## src/rtl/pipe_pkg.sv

```systemverilog
// rtl/pipe_pkg.sv - shared fetch/decode pipeline types and constants
package pipe_pkg;

    localparam int INSTR_W_DEF = 32;
    localparam int ADDR_W_DEF  = 64;

    // Bubble instruction decode inserts when nothing valid is presented (addi x0,x0,0)
    localparam logic [31:0] NOP_INSTR = 32'h0000_0013;

    typedef enum logic [1:0] {
        EMPTY = 2'd0,
        FULL  = 2'd1,
        SKID  = 2'd2
    } pipe_state_e;

endpackage

```

## src/rtl/pipe_en_reg.sv

```systemverilog
// rtl/pipe_en_reg.sv - parameter-width register vector with load enable and async active-low clear
module pipe_en_reg #(
    parameter int W = 8
) (
    input  logic         clk,
    input  logic         reset_n,
    input  logic         en,
    input  logic [W-1:0] d,
    output logic [W-1:0] q
);

    logic [W-1:0] data_d;
    logic [W-1:0] data_q;

    always_comb begin
        data_d = en ? d : data_q;
    end

    always_ff @(posedge clk or negedge reset_n) begin
        if (!reset_n) begin
            data_q <= '0;
        end else begin
            data_q <= data_d;
        end
    end

    assign q = data_q;

endmodule

```

## src/rtl/if_id_skid_reg.sv

```systemverilog
// rtl/if_id_skid_reg.sv - fetch-to-decode register with one-entry skid buffer and flush
// Optional IF_ID_STALL_CNT_EN adds a saturating stall_cycles counter output.
module if_id_skid_reg
    import pipe_pkg::*;
#(
    parameter int INSTR_W = INSTR_W_DEF,
    parameter int ADDR_W  = ADDR_W_DEF
) (
    input  logic               clk,
    input  logic               reset_n,
    input  logic               flush,
    input  logic               in_valid,
    output logic               in_ready,
    input  logic [INSTR_W-1:0] in_instr,
    input  logic [ADDR_W-1:0]  in_pc,
    output logic               out_valid,
    input  logic               out_ready,
    output logic [INSTR_W-1:0] out_instr,
`ifdef IF_ID_STALL_CNT_EN
    output logic [15:0]        stall_cycles,
`endif
    output logic [ADDR_W-1:0]  out_pc
);

    localparam int EW = INSTR_W + ADDR_W;

    pipe_state_e   state_d, state_q;
    logic          in_ready_d, in_ready_q;
    logic          out_valid_d, out_valid_q;
    logic          main_en, skid_en;
    logic [EW-1:0] main_d, main_q, skid_q;

    always_comb begin
        state_d = state_q;
        main_en = 1'b0;
        skid_en = 1'b0;
        main_d  = {in_pc, in_instr};
        case (state_q)
            EMPTY: begin
                if (in_valid) begin
                    main_en = 1'b1;
                    state_d = FULL;
                end
            end
            FULL: begin
                if (out_ready && in_valid) begin
                    main_en = 1'b1;
                end else if (out_ready) begin
                    state_d = EMPTY;
                end else if (in_valid) begin
                    skid_en = 1'b1;
                    state_d = SKID;
                end
            end
            SKID: begin
                if (out_ready) begin
                    main_en = 1'b1;
                    main_d  = skid_q;
                    state_d = FULL;
                end
            end
            default: state_d = EMPTY;
        endcase
        // Flush only clears occupancy; stored data is left untouched.
        if (flush) begin
            state_d = EMPTY;
            main_en = 1'b0;
            skid_en = 1'b0;
        end
        in_ready_d  = (state_d != SKID);
        out_valid_d = (state_d != EMPTY);
    end

    always_ff @(posedge clk or negedge reset_n) begin
        if (!reset_n) begin
            state_q     <= EMPTY;
            in_ready_q  <= 1'b1;
            out_valid_q <= 1'b0;
        end else begin
            state_q     <= state_d;
            in_ready_q  <= in_ready_d;
            out_valid_q <= out_valid_d;
        end
    end

    pipe_en_reg #(.W(EW)) u_main (
        .clk     (clk),
        .reset_n (reset_n),
        .en      (main_en),
        .d       (main_d),
        .q       (main_q)
    );

    pipe_en_reg #(.W(EW)) u_skid (
        .clk     (clk),
        .reset_n (reset_n),
        .en      (skid_en),
        .d       ({in_pc, in_instr}),
        .q       (skid_q)
    );

    assign in_ready  = in_ready_q;
    assign out_valid = out_valid_q;
    assign out_instr = main_q[INSTR_W-1:0];
    assign out_pc    = main_q[EW-1:INSTR_W];

`ifdef IF_ID_STALL_CNT_EN
    logic [15:0] stall_d, stall_q;

    always_comb begin
        stall_d = stall_q;
        if (out_valid_q && !out_ready && (stall_q != 16'hFFFF)) begin
            stall_d = stall_q + 16'd1;
        end
    end

    always_ff @(posedge clk or negedge reset_n) begin
        if (!reset_n) begin
            stall_q <= '0;
        end else begin
            stall_q <= stall_d;
        end
    end

    assign stall_cycles = stall_q;
`endif

endmodule

```

## config.mk

```make
export PLATFORM = sky130hd
export DESIGN_NAME = if_id_skid_reg
export DESIGN_NICKNAME = d
export VERILOG_FILES = /design/src/rtl/pipe_pkg.sv /design/src/rtl/pipe_en_reg.sv /design/src/rtl/if_id_skid_reg.sv
export SDC_FILE = /design/constraint.sdc
export NUM_CORES = 1
export LEC_CHECK = 0
export ABC_CLOCK_PERIOD_IN_PS = 2350
export CAP_MARGIN = 20
export CORE_MARGIN = 2
export CORE_UTILIZATION = 34
export DETAILED_ROUTE_END_ITERATION = 8
export SKIP_CTS_REPAIR_TIMING = 1
export SYNTH_ARGS = -nofsm -noshare
export SYNTH_HDL_FRONTEND = slang
export SYNTH_SLANG_ARGS = --single-unit
```

## constraint.sdc

```tcl
create_clock -name clk -period 2.35 [get_ports clk]
set_clock_uncertainty 0.2 [all_clocks]
set_input_delay 0.3525 -clock clk [delete_from_list [all_inputs] [get_ports clk]]
set_output_delay 0.3525 -clock clk [all_outputs]
set_load 0.01 [all_outputs]
```

==> results.md, run 1 <==
| Result | This run | Unit |
|---|---|---|
| Dpl hpwl | 13.07 | mm |
| Overflow left after global routing | 0 | - |
| Fin. Hold Viols | 0 | - |
| Mean post-synth cell area | 15.89 | um2 |
| Global-route wire length before repair | 30.71 | mm |
| Crit path capture type | register | - |
| Final wirelength | 18.93 | mm |
| Level count of the clock H-tree | 4 | - |
| Power per cell area | 823.7 | nW/um2 |
| Count of nets left with antenna violations after detail routing | 0 | - |
| Largest net degree at the start of global routing | 59 | - |
| Post-detailed-route DRC marker count | 0 | - |
| GRT Resource Usage Total | 0.1485 | - |
| Amount of wire on met2 after detailed routing | 9.189 | mm |
| Placement-stage cell area | 10,990 | um2 |
| Final instance area | 11,530 | um2 |
| Arrival time at the worst endpoint | 2.26 | ns |
| Worst R2R Setup Slack | 0.19 | ns |
| Clock Pin Slew Worst Setup and Hold Paths | 0.07 | ns |
| Fraction of layout instances using a drive strength above 1 | 0.4069 | - |
| Summed negative setup slack over all endpoints | 0 | ns |
| Routed via count divided by cell count | 4.710 | - |
| Final-layout worst hold slack | 0.2857 | ns |
| Synthesis warning total | 0 | - |
| Path category of the worst min-delay check | input pin to async pin | - |
| Root Driver | clkbuf_16 | - |
| Static power due to leakage | 4.762 | nW |
| Initial detailed-routing violation count | 158 | - |
| Gate count of the mapped netlist | 532 | - |
| Input/output buffers | 198 | - |
| Row Count | 57 | - |
| Leading cell type in the layout, fill and taps excluded | mux2_2 | - |
| Register area share after synthesis | 0.5803 | - |
| Cell area after synthesis | 8454 | um2 |
| Met3 Wirelength | 1.285 | mm |
| Slew of the pin with the lowest slew margin | 0.5109 | ns |
| Unrepaired setup endpoints after global routing | false | - |
| Initial antenna violation count | 0 | - |
| Slew Limit Headroom | 0.6594 | - |
| Floorplan core area | 24,390 | um2 |
| Power, Total | 9.494 | mW |
| Num Clock Sinks | 196 | - |
| Post-Route M1 WL | 8.319 | mm |
| Via count of the first global-routing pass | 5,694 | - |
| Critical path startpoint | state_q[0] | - |
| Max Cap Viol | 0 | - |
| Slowest library cell on the worst path | dfrtp_1 | - |
| Pins over their slew limit | 0 | - |
| Longest individual stage delay on the worst path | 0.43 | ns |
| Skew-Pair Late Insertion Delay | 0.42 | ns |
| Cells traversed along the worst timing path | and2b_1 -> o21ai_1 -> a21oi_4 -> buf_12 -> mux2_2 | - |
| Top delay family on crit path | flip-flops | - |
| Final routed wire length divided by cell count | 17.51 | um |
| TritonCTS buffer count | 17 | - |
| Non-filler cells in the finished layout | 1,081 | - |
| Number of buffers on the longest clock path | 2 | - |
| Die Width | 161.7 | um |
| I/O pins | 199 | - |
| VDD IR-drop max | 0.0004039 | V |
| Flip-flop and latch count after synthesis | 196 | - |
| 1st-pass router iterations | 4 | - |
| Placed cell count | 1,050 | - |
| Critical path required time | 2.45 | ns |
| Worst Path Class, Setup | register to register | - |
| Min Clock Period, post-route | 2.163 | ns |
| Critical Path Start Type | register | - |
| Leading cell types in the layout, fill and taps excluded | 248 x mux2_2, 197 x clkdlybuf4s50_1, 195 x dfrtp_1, 40 x mux2_1, 17 x clkbuf_16 | - |
| Result of the run | finished clean | - |
| Die ar. | 26,140 | um2 |
| Number of nets in the synthesized netlist | 633 | - |
| Area growth, synth to finish | 36.33 | % |
| Buf+Inv Stages, Crit Path | 1 | - |
| Placer Congestion | 0.7616 | - |
| Highest net fanout along the worst path | 48 | - |
| Cell variety after synth | 19 | - |
| Effective utilization at floorplan | 0.3466 | - |
| Max Clk Rate | 462.4 | MHz |
| Antenna Cells | 0 | - |
| Final Cycle Share | 0.9203 | - |
| Vias after detailed routing | 5,092 | - |
| Highest Signal Layer | met4 | - |
| Number of setup violations in the final report | 0 | - |
| TritonCTS clock tree | built | - |
| Die outline height | 161.7 | um |
| Crit Reg-Reg Startpoint | state_q[0] | - |
| Post-layout net count | 847 | - |
[where the power goes]
| part | switching [mW] | internal [mW] |
|---|---|---|
| clock | 1.29 | 1.38 |
| sequential | 0.408 | 4.19 |
| combinational | 0.766 | 1.46 |
| total | 2.46 | 7.03 |
[path summary, 6_finish.rpt]
kind	endpoint	depth (start not counted)
max in group asynchronous	in_ready	3
worst max register to register	u_main.q[65]	5
worst min register to register	u_skid.q[60]	1
worst min-delay path	u_skid.q[64]	2
min in group clk	u_skid.q[60]	1
worst max-delay path	u_main.q[65]	5
[sequential cells by signal, indices dropped and copies added, names as in the netlist]
register and count:
out_valid 1, in_ready 1, u_main.q 96, state_q 2, u_skid.q 96
[layer usage]
layer | vias up | GRT usage
li1 | 2340 | -
met1 | 2618 | 0.1864
met2 | 126 | 0.2484
met3 | 8 | 0.05235
met4 | 0 | 0.03258
met5 | - | 0
[cell families (layout without fill, tap and decap cells)]
kind of cell	Yosys count	after routing	synth area share
AOI/OAI and AO/OA	5	5	0.003403
and+or+nand+nor	10	10	0.007698
buffers and inverters	32	257	0.02383
DFF	196	196	0.5803
muxes	289	289	0.3848
[Yosys cell counts]
| master | instances | area share |
|---|---|---|
| mux2_2 | 248 | 0.33 |
| dfrtp_1 | 195 | 0.58 |
| mux2_1 | 40 | 0.053 |
| buf_2 | 20 | 0.012 |
| buf_4 | 5 | 0.0044 |
| buf_6 | 5 | 0.0067 |
| a21oi_1 | 3 | 0.0018 |
| nand2b_1 | 3 | 0.0022 |
| inv_1 | 2 | 0.00089 |
| nor2_1 | 2 | 0.00089 |
| a21oi_2 | 1 | 0.0010 |
| and2b_1 | 1 | 0.00089 |
| dfstp_2 | 1 | 0.0031 |
| mux2i_1 | 1 | 0.0012 |
| nand2_2 | 1 | 0.00074 |
| nor2b_1 | 1 | 0.00074 |
| nor4_2 | 1 | 0.0015 |
| o21ai_1 | 1 | 0.00059 |
| or3_1 | 1 | 0.00074 |
[cell type report]
cell class,instances,area [um2]
fillers,2128,12860
flip-flops and latches,196,4906
multi-input cells,304,3368
repair buffers,225,2316
clock buffers,19,442.9
well taps,324,405.4
clock inverters,11,80.08
inverters,2,7.507
[per-stage QoR]
step / utilization / setup slack [ns]
6_report: 0.4726 / 0.1873
4_1_cts: 0.4721 / 0.1971
2_1_floorplan: - / 0.4166
5_1_grt: 0.4726 / 0.1198
3_3_place_gp: 0.4507 / -0.09557
3_5_place_dp: 0.4507 / -0.1520
(Power assumes the default switching activity.)
==> run 2: changes to the inputs <==
--- a/config.mk
+++ b/config.mk
@@ -9,6 +9,7 @@
 export CAP_MARGIN = 20
 export CORE_MARGIN = 2
 export CORE_UTILIZATION = 34
+export CTS_CLUSTER_DIAMETER = 50
 export DETAILED_ROUTE_END_ITERATION = 8
 export SKIP_CTS_REPAIR_TIMING = 1
 export SYNTH_ARGS = -nofsm -noshare
==> results of run 2 <==
No change in the layout: final DEF, timing and power equal those of run 1.
